$ cat src/rtl/preempt_quantum_ctrl_if.sv
// Bundle between the processor core and the time-slice controller: dispatch,
// retire and halt events in, OS-entry pulse, resume address and slice count out.
interface preempt_quantum_ctrl_if;
  logic        inicia_proc;
  logic        instr_valida;
  logic [31:0] pc_prox;
  logic        fim_proc;
  logic [15:0] quantum;
  logic        syscall;
  logic        swap_SO;
  logic [31:0] endRetRS;
  logic        em_proc;
  logic [15:0] contagem;

  modport master (
    output inicia_proc, instr_valida, pc_prox, fim_proc, quantum, syscall,
    input  swap_SO, endRetRS, em_proc, contagem
  );

  modport slave (
    input  inicia_proc, instr_valida, pc_prox, fim_proc, quantum, syscall,
    output swap_SO, endRetRS, em_proc, contagem
  );
endinterface

$ cat src/rtl/preempt_quantum_ctrl.sv
// Time-slice preemption controller: counts retired user instructions and forces
// an OS entry when the quantum expires. Define SYSCALL_SWAP_EN to also swap on syscall.
module preempt_quantum_ctrl (
  input  logic                   clk,
  input  logic                   rst_n,
  preempt_quantum_ctrl_if.slave  bus
);
  typedef enum logic [1:0] {
    SO    = 2'd0,
    PROC  = 2'd1,
    TROCA = 2'd2
  } state_t;

  state_t      state_q, state_d;
  logic [15:0] contagem_q, contagem_d;
  logic [31:0] end_ret_q, end_ret_d;
  logic        syscall_swap;
  logic        expire;
  logic [15:0] contagem_inc;

`ifdef SYSCALL_SWAP_EN
  assign syscall_swap = bus.syscall;
`else
  assign syscall_swap = bus.syscall & 1'b0;
`endif

  assign contagem_inc = contagem_q + 16'd1;
  // Equality (not >=) so a quantum lowered mid-slice waits for the counter to wrap.
  assign expire = (bus.quantum != 16'd0) && (contagem_q == bus.quantum - 16'd1);

  always_comb begin
    state_d    = state_q;
    contagem_d = contagem_q;
    end_ret_d  = end_ret_q;
    unique case (state_q)
      SO: begin
        if (bus.inicia_proc) begin
          state_d    = PROC;
          contagem_d = 16'd0;
        end
      end
      PROC: begin
        if (bus.fim_proc) begin
          state_d    = SO;
          contagem_d = 16'd0;
        end else if (bus.instr_valida) begin
          contagem_d = contagem_inc;
          if (syscall_swap || expire) begin
            state_d   = TROCA;
            end_ret_d = bus.pc_prox;
          end
        end
      end
      TROCA: begin
        state_d    = SO;
        contagem_d = 16'd0;
      end
      default: begin
        state_d    = SO;
        contagem_d = 16'd0;
      end
    endcase
  end

  always_ff @(posedge clk or negedge rst_n) begin
    if (!rst_n) begin
      state_q    <= SO;
      contagem_q <= 16'd0;
      end_ret_q  <= 32'd0;
    end else begin
      state_q    <= state_d;
      contagem_q <= contagem_d;
      end_ret_q  <= end_ret_d;
    end
  end

  assign bus.swap_SO  = (state_q == TROCA);
  assign bus.em_proc  = (state_q == PROC);
  assign bus.contagem = contagem_q;
  assign bus.endRetRS = end_ret_q;
endmodule

$ cat src/flat_wrapper.sv
// flat-port wrapper written by rule: the top's interface ports become plain ports
module preempt_quantum_ctrl_flat 
  (clk, rst_n, bus_inicia_proc, bus_instr_valida, bus_pc_prox, bus_fim_proc, bus_quantum, bus_syscall, bus_swap_SO, bus_endRetRS, bus_em_proc, bus_contagem);
  preempt_quantum_ctrl_if bus_i ();
  input  logic clk;
  input  logic rst_n;
  input wire logic [$bits(bus_i.inicia_proc)-1:0] bus_inicia_proc;
  input wire logic [$bits(bus_i.instr_valida)-1:0] bus_instr_valida;
  input wire logic [$bits(bus_i.pc_prox)-1:0] bus_pc_prox;
  input wire logic [$bits(bus_i.fim_proc)-1:0] bus_fim_proc;
  input wire logic [$bits(bus_i.quantum)-1:0] bus_quantum;
  input wire logic [$bits(bus_i.syscall)-1:0] bus_syscall;
  output wire logic [$bits(bus_i.swap_SO)-1:0] bus_swap_SO;
  output wire logic [$bits(bus_i.endRetRS)-1:0] bus_endRetRS;
  output wire logic [$bits(bus_i.em_proc)-1:0] bus_em_proc;
  output wire logic [$bits(bus_i.contagem)-1:0] bus_contagem;
  assign bus_i.inicia_proc = bus_inicia_proc;
  assign bus_i.instr_valida = bus_instr_valida;
  assign bus_i.pc_prox = bus_pc_prox;
  assign bus_i.fim_proc = bus_fim_proc;
  assign bus_i.quantum = bus_quantum;
  assign bus_i.syscall = bus_syscall;
  assign bus_swap_SO = bus_i.swap_SO;
  assign bus_endRetRS = bus_i.endRetRS;
  assign bus_em_proc = bus_i.em_proc;
  assign bus_contagem = bus_i.contagem;
  preempt_quantum_ctrl u_core (.clk(clk), .rst_n(rst_n), .bus(bus_i));
endmodule
$ cat config.mk
export PLATFORM = sky130hd
export DESIGN_NAME = preempt_quantum_ctrl_flat
export DESIGN_NICKNAME = d
export VERILOG_FILES = /design/src/rtl/preempt_quantum_ctrl_if.sv /design/src/rtl/preempt_quantum_ctrl.sv /design/src/flat_wrapper.sv
export SDC_FILE = /design/constraint.sdc
export NUM_CORES = 1
export LEC_CHECK = 0
export CORE_MARGIN = 2
export CORE_UTILIZATION = 54
export DETAILED_ROUTE_END_ITERATION = 10
export DONT_BUFFER_PORTS = 1
export HOLD_SLACK_MARGIN = 0.02
export PLACE_DENSITY = 0.72
export SLEW_MARGIN = 20
export SYNTH_ARGS = -nofsm -noshare
export SYNTH_HDL_FRONTEND = slang
export SYNTH_SLANG_ARGS = --single-unit
$ cat constraint.sdc
create_clock -name clk -period 2.3 [get_ports clk]
set_input_delay 0.115 -clock clk [delete_from_list [all_inputs] [get_ports clk]]
set_output_delay 0.115 -clock clk [all_outputs]
set_load 0.03 [all_outputs]
==> metrics.md <==
| Metric | Value |
|---|---|
| Status | `finished with violations` |
| Failing checks | `setup timing` |
| Pwr Total | `1.66 mW` |
| DP Cell Count | `336` |
| Final setup fails | `32` |
| Ranking of synthesized cells by area | `dfrtp_1 (45%), mux2_4 (16%), xor2_1 (5.0%)` |
| Proportion of synthesized chip area in sequential cells | `0.448` |
| R2R cell count | `8` |
| Drt total wl | `6970 um` |
| GR Overflow Total | `0` |
| Max Cap Viol | `0` |
| Leakage | `1.74 nW` |
| Setup CP Type | `reg2reg` |
| Final Cycle Share | `1.06` |
| Initial core utilization | `0.554` |
| Data arrival, critical path | `2640 ps` |
| Worst min-delay path class | `in2reg` |
| Die area | `0.00576 sq mm` |
| Gate Count Post-Synth | `243` |
| Clock skew | `7.61 ps` |
| 1st-iter DRT viols | `82` |
| Worst-path maximum fanout | `20` |
| Power per cell area | `458 mW/mm^2` |
| Critical Path Start | `u_core.bus.contagem[3]$_DFFE_PN0P_` |
| Max Clk Rate | `409 MHz` |
| Slack of the critical path | `-147 ps` |
| TritonCTS Buffers | `5` |
| Drc violations | `0` |
| Slowest CP cell | `or4b_4` |
| Die span in y | `75.9 um` |
| #FFs+latches synth | `50` |
| # diodes | `0` |
| Fin. Hold Viols | `0` |
| Filler instances | `390` |
| Register area | `0.00125 sq mm` |
| Area grow syn2layout | `30.0%` |
| Worst-Margin Slew | `569 ps` |
| Number of synthesized flops with an enable pin | `0` |
| Buf+Inv Stages, Crit Path | `1` |
| Req. time, crit path | `2490 ps` |
| H-tree levels | `2` |
| Total clock sinks | `50` |
| Largest net degree at the start of global routing | `51` |
| CTS tree | `done` |
| Area of the multi-input gates | `0.00149 sq mm` |
| Worst slew margin | `0.620` |
| RR Startpoint | `u_core.bus.contagem[3]$_DFFE_PN0P_` |
| RR Endpoint | `u_core.bus.endRetRS[25]$_DFFE_PN0P_` |
| Crit. End Element | `register` |
| Vias in the first global route | `2196` |
| Pre-antenna DRT Iters | `4` |
| DRT antenna net count | `0` |
| Buffers on Ports | `0` |
| Maximum buffer depth of the clock tree | `2` |
| DR vias | `2153` |
| Reg clk slew, reported paths | `100 ps` |
| Reg-to-reg slack, setup | `-150 ps` |
| YS warnings | `0` |
| Core ar. | `0.00504 sq mm` |
| Largest area contributor in the synthesized netlist | `dfrtp_1` |
| Gr usage total | `0.246` |
| Post-synthesis cell type count | `45` |
| Crit path launch type | `register` |
| Minimum clock period | `2450 ps` |
| Avg WL per Cell | `18.3 um` |
| First-pass GRT wire length | `10500 um` |
| Root Buffer | `clkbuf_8` |
| RSZ-0062 raised after global routing | `yes` |
| Synthesized cell area | `0.00279 sq mm` |
| Layout cells sized above 1 | `0.302` |
| Initial antenna violation count | `0` |
| Fin nets | `367` |
| Post-synth top cells | `dfrtp_1 (50), mux2_4 (30), nor2_1 (16), xor2_1 (16), xnor2_1 (12)` |
| Crit path to | `u_core.bus.endRetRS[25]$_DFFE_PN0P_` |
| DP HPWL | `4710 um` |
| Max stage delay on crit path | `550 ps` |
| Routability cong. | `0.842` |
| Via-to-Cell Ratio | `5.65` |
| Maximum vdd drop | `0.368 mV` |
| Io pins | `104` |
| Count leader, synth | `dfrtp_1` |
| Top_reg_cell synth | `dfrtp_1` |
| Setup TNS Final | `-3870 ps` |
| Crit path cell chain | `xnor2_2 -> a21oi_1 -> o2111ai_1 -> or4b_4 -> nor3_4 -> nand4b_4 -> buf_12 -> mux2_4` |
| Post-place setup slack | `-257 ps` |
| Num rows | `26` |
| Async set or reset register ratio after synthesis | `1.00` |
| CP delay by family, top | `simple AND/OR/NAND/NOR gates` |
| Number of max-slew violations in the final report | `0` |
| Post-synth top area share | `0.448` |
| Chip Width | `75.9 um` |
| Mapped Avg Cell Area | `11.5 sq um` |
| Clk_lat worst skew | `300 ps` |
| Syn Nets | `300` |
| Cell Count, Final, Fillers Out | `381` |
| Total stage count of the critical path | `8` |
[logic make-up after synthesis]
logic type                 Yosys count  synth area share
muxes                               33             0.173
buffers and inverters               19            0.0345
DFF                                 50             0.448
and+or+nand+nor                     78             0.166
adders and majority gates            3            0.0134
xor gates and xnor gates            28            0.0879
AOI/OAI and AO/OA                   32            0.0767
[worst register-to-register path, cell delays in order (launching register included)]
cell	delay [ps]
dfrtp_2	430
xnor2_2	140
a21oi_1	140
o2111ai_1	130
or4b_4	550
nor3_4	240
nand4b_4	170
buf_12	210
mux2_4	320
[worst min-delay path by stage]
stage	cells after the start	slack, ps	endpoint	from
2_1_floorplan	0	-180	u_core.bus.contagem[0]$_DFFE_PN0P_	rst_n
3_3_place_gp	0	-180	u_core.bus.contagem[3]$_DFFE_PN0P_	rst_n
3_5_place_dp	0	-180	u_core.bus.contagem[3]$_DFFE_PN0P_	rst_n
4_1_cts	4	160	u_core.bus.contagem[0]$_DFFE_PN0P_	bus_fim_proc
5_1_grt	4	180	u_core.bus.contagem[1]$_DFFE_PN0P_	bus_fim_proc
6_report	4	160	u_core.bus.contagem[0]$_DFFE_PN0P_	bus_fim_proc
[cell usage in the layout (no fill, tap or decap), types with 4 or more instances in the layout]
master         count
xnor2_1           11
dfrtp_1           47
nand4_1            5
dlygate4sd3_1     35
clkbuf_8           6
inv_1              6
nand3_1            7
mux2_4            30
nor2b_1            6
a21oi_1            6
or4_1              4
nor2_1            16
or3_1              5
nor3_1             5
nand2_1            9
o21ai_0            8
buf_4             33
xor2_1            16
[per-stage QoR]
stage	util	hold WS, ps	cell area [sq um]
5_1_grt	0.720	183	3630
3_5_place_dp	0.623	-180	3140
2_1_floorplan	-	-181	2850
6_report	0.720	159	3630
4_1_cts	0.717	163	3620
3_3_place_gp	0.623	-180	3140
[state kept, by name, indices dropped and copies added (netlist names)]
name                 cells
u_core.bus.endRetRS     32
u_core.bus.contagem     16
u_core.state_q           2
[layout make-up]
| cell class | count | area share |
|---|---|---|
| Multi-Input combinational cell | 174 | 0.411 |
| Sequential cell | 50 | 0.346 |
| Timing Repair Buffer | 71 | 0.183 |
| Tap cell | 70 | 0.0241 |
| Clock buffer | 6 | 0.0228 |
| Inverter | 8 | 0.00827 |
| Clock inverter | 2 | 0.00448 |
[routing by layer]
layer  track usage  part of all wire  vias to the layer above
met5             0                 0                        -
met4        0.0858             0.020                        0
met3        0.0833             0.085                       14
met2         0.439              0.52                       93
met1         0.273              0.38                     1037
li1              -                 -                     1009
[power by group]
part | total [mW] | internal [mW] | switching, mW
logic | 0.219 | 0.113 | 0.106
clock network | 0.551 | 0.248 | 0.303
registers | 0.891 | 0.884 | 0.00658
total | 1.66 | 1.24 | 0.416
[what timing repair did]
item,CTS,global route
endpoints found under the setup margin,32,33
pin swaps,1,1
hold buffers,36,0
buffers inserted,0,2
endpoints found under the hold margin,85,0
resized for setup,0,1
No activity file was read; power rests on OpenSTA's default activity.
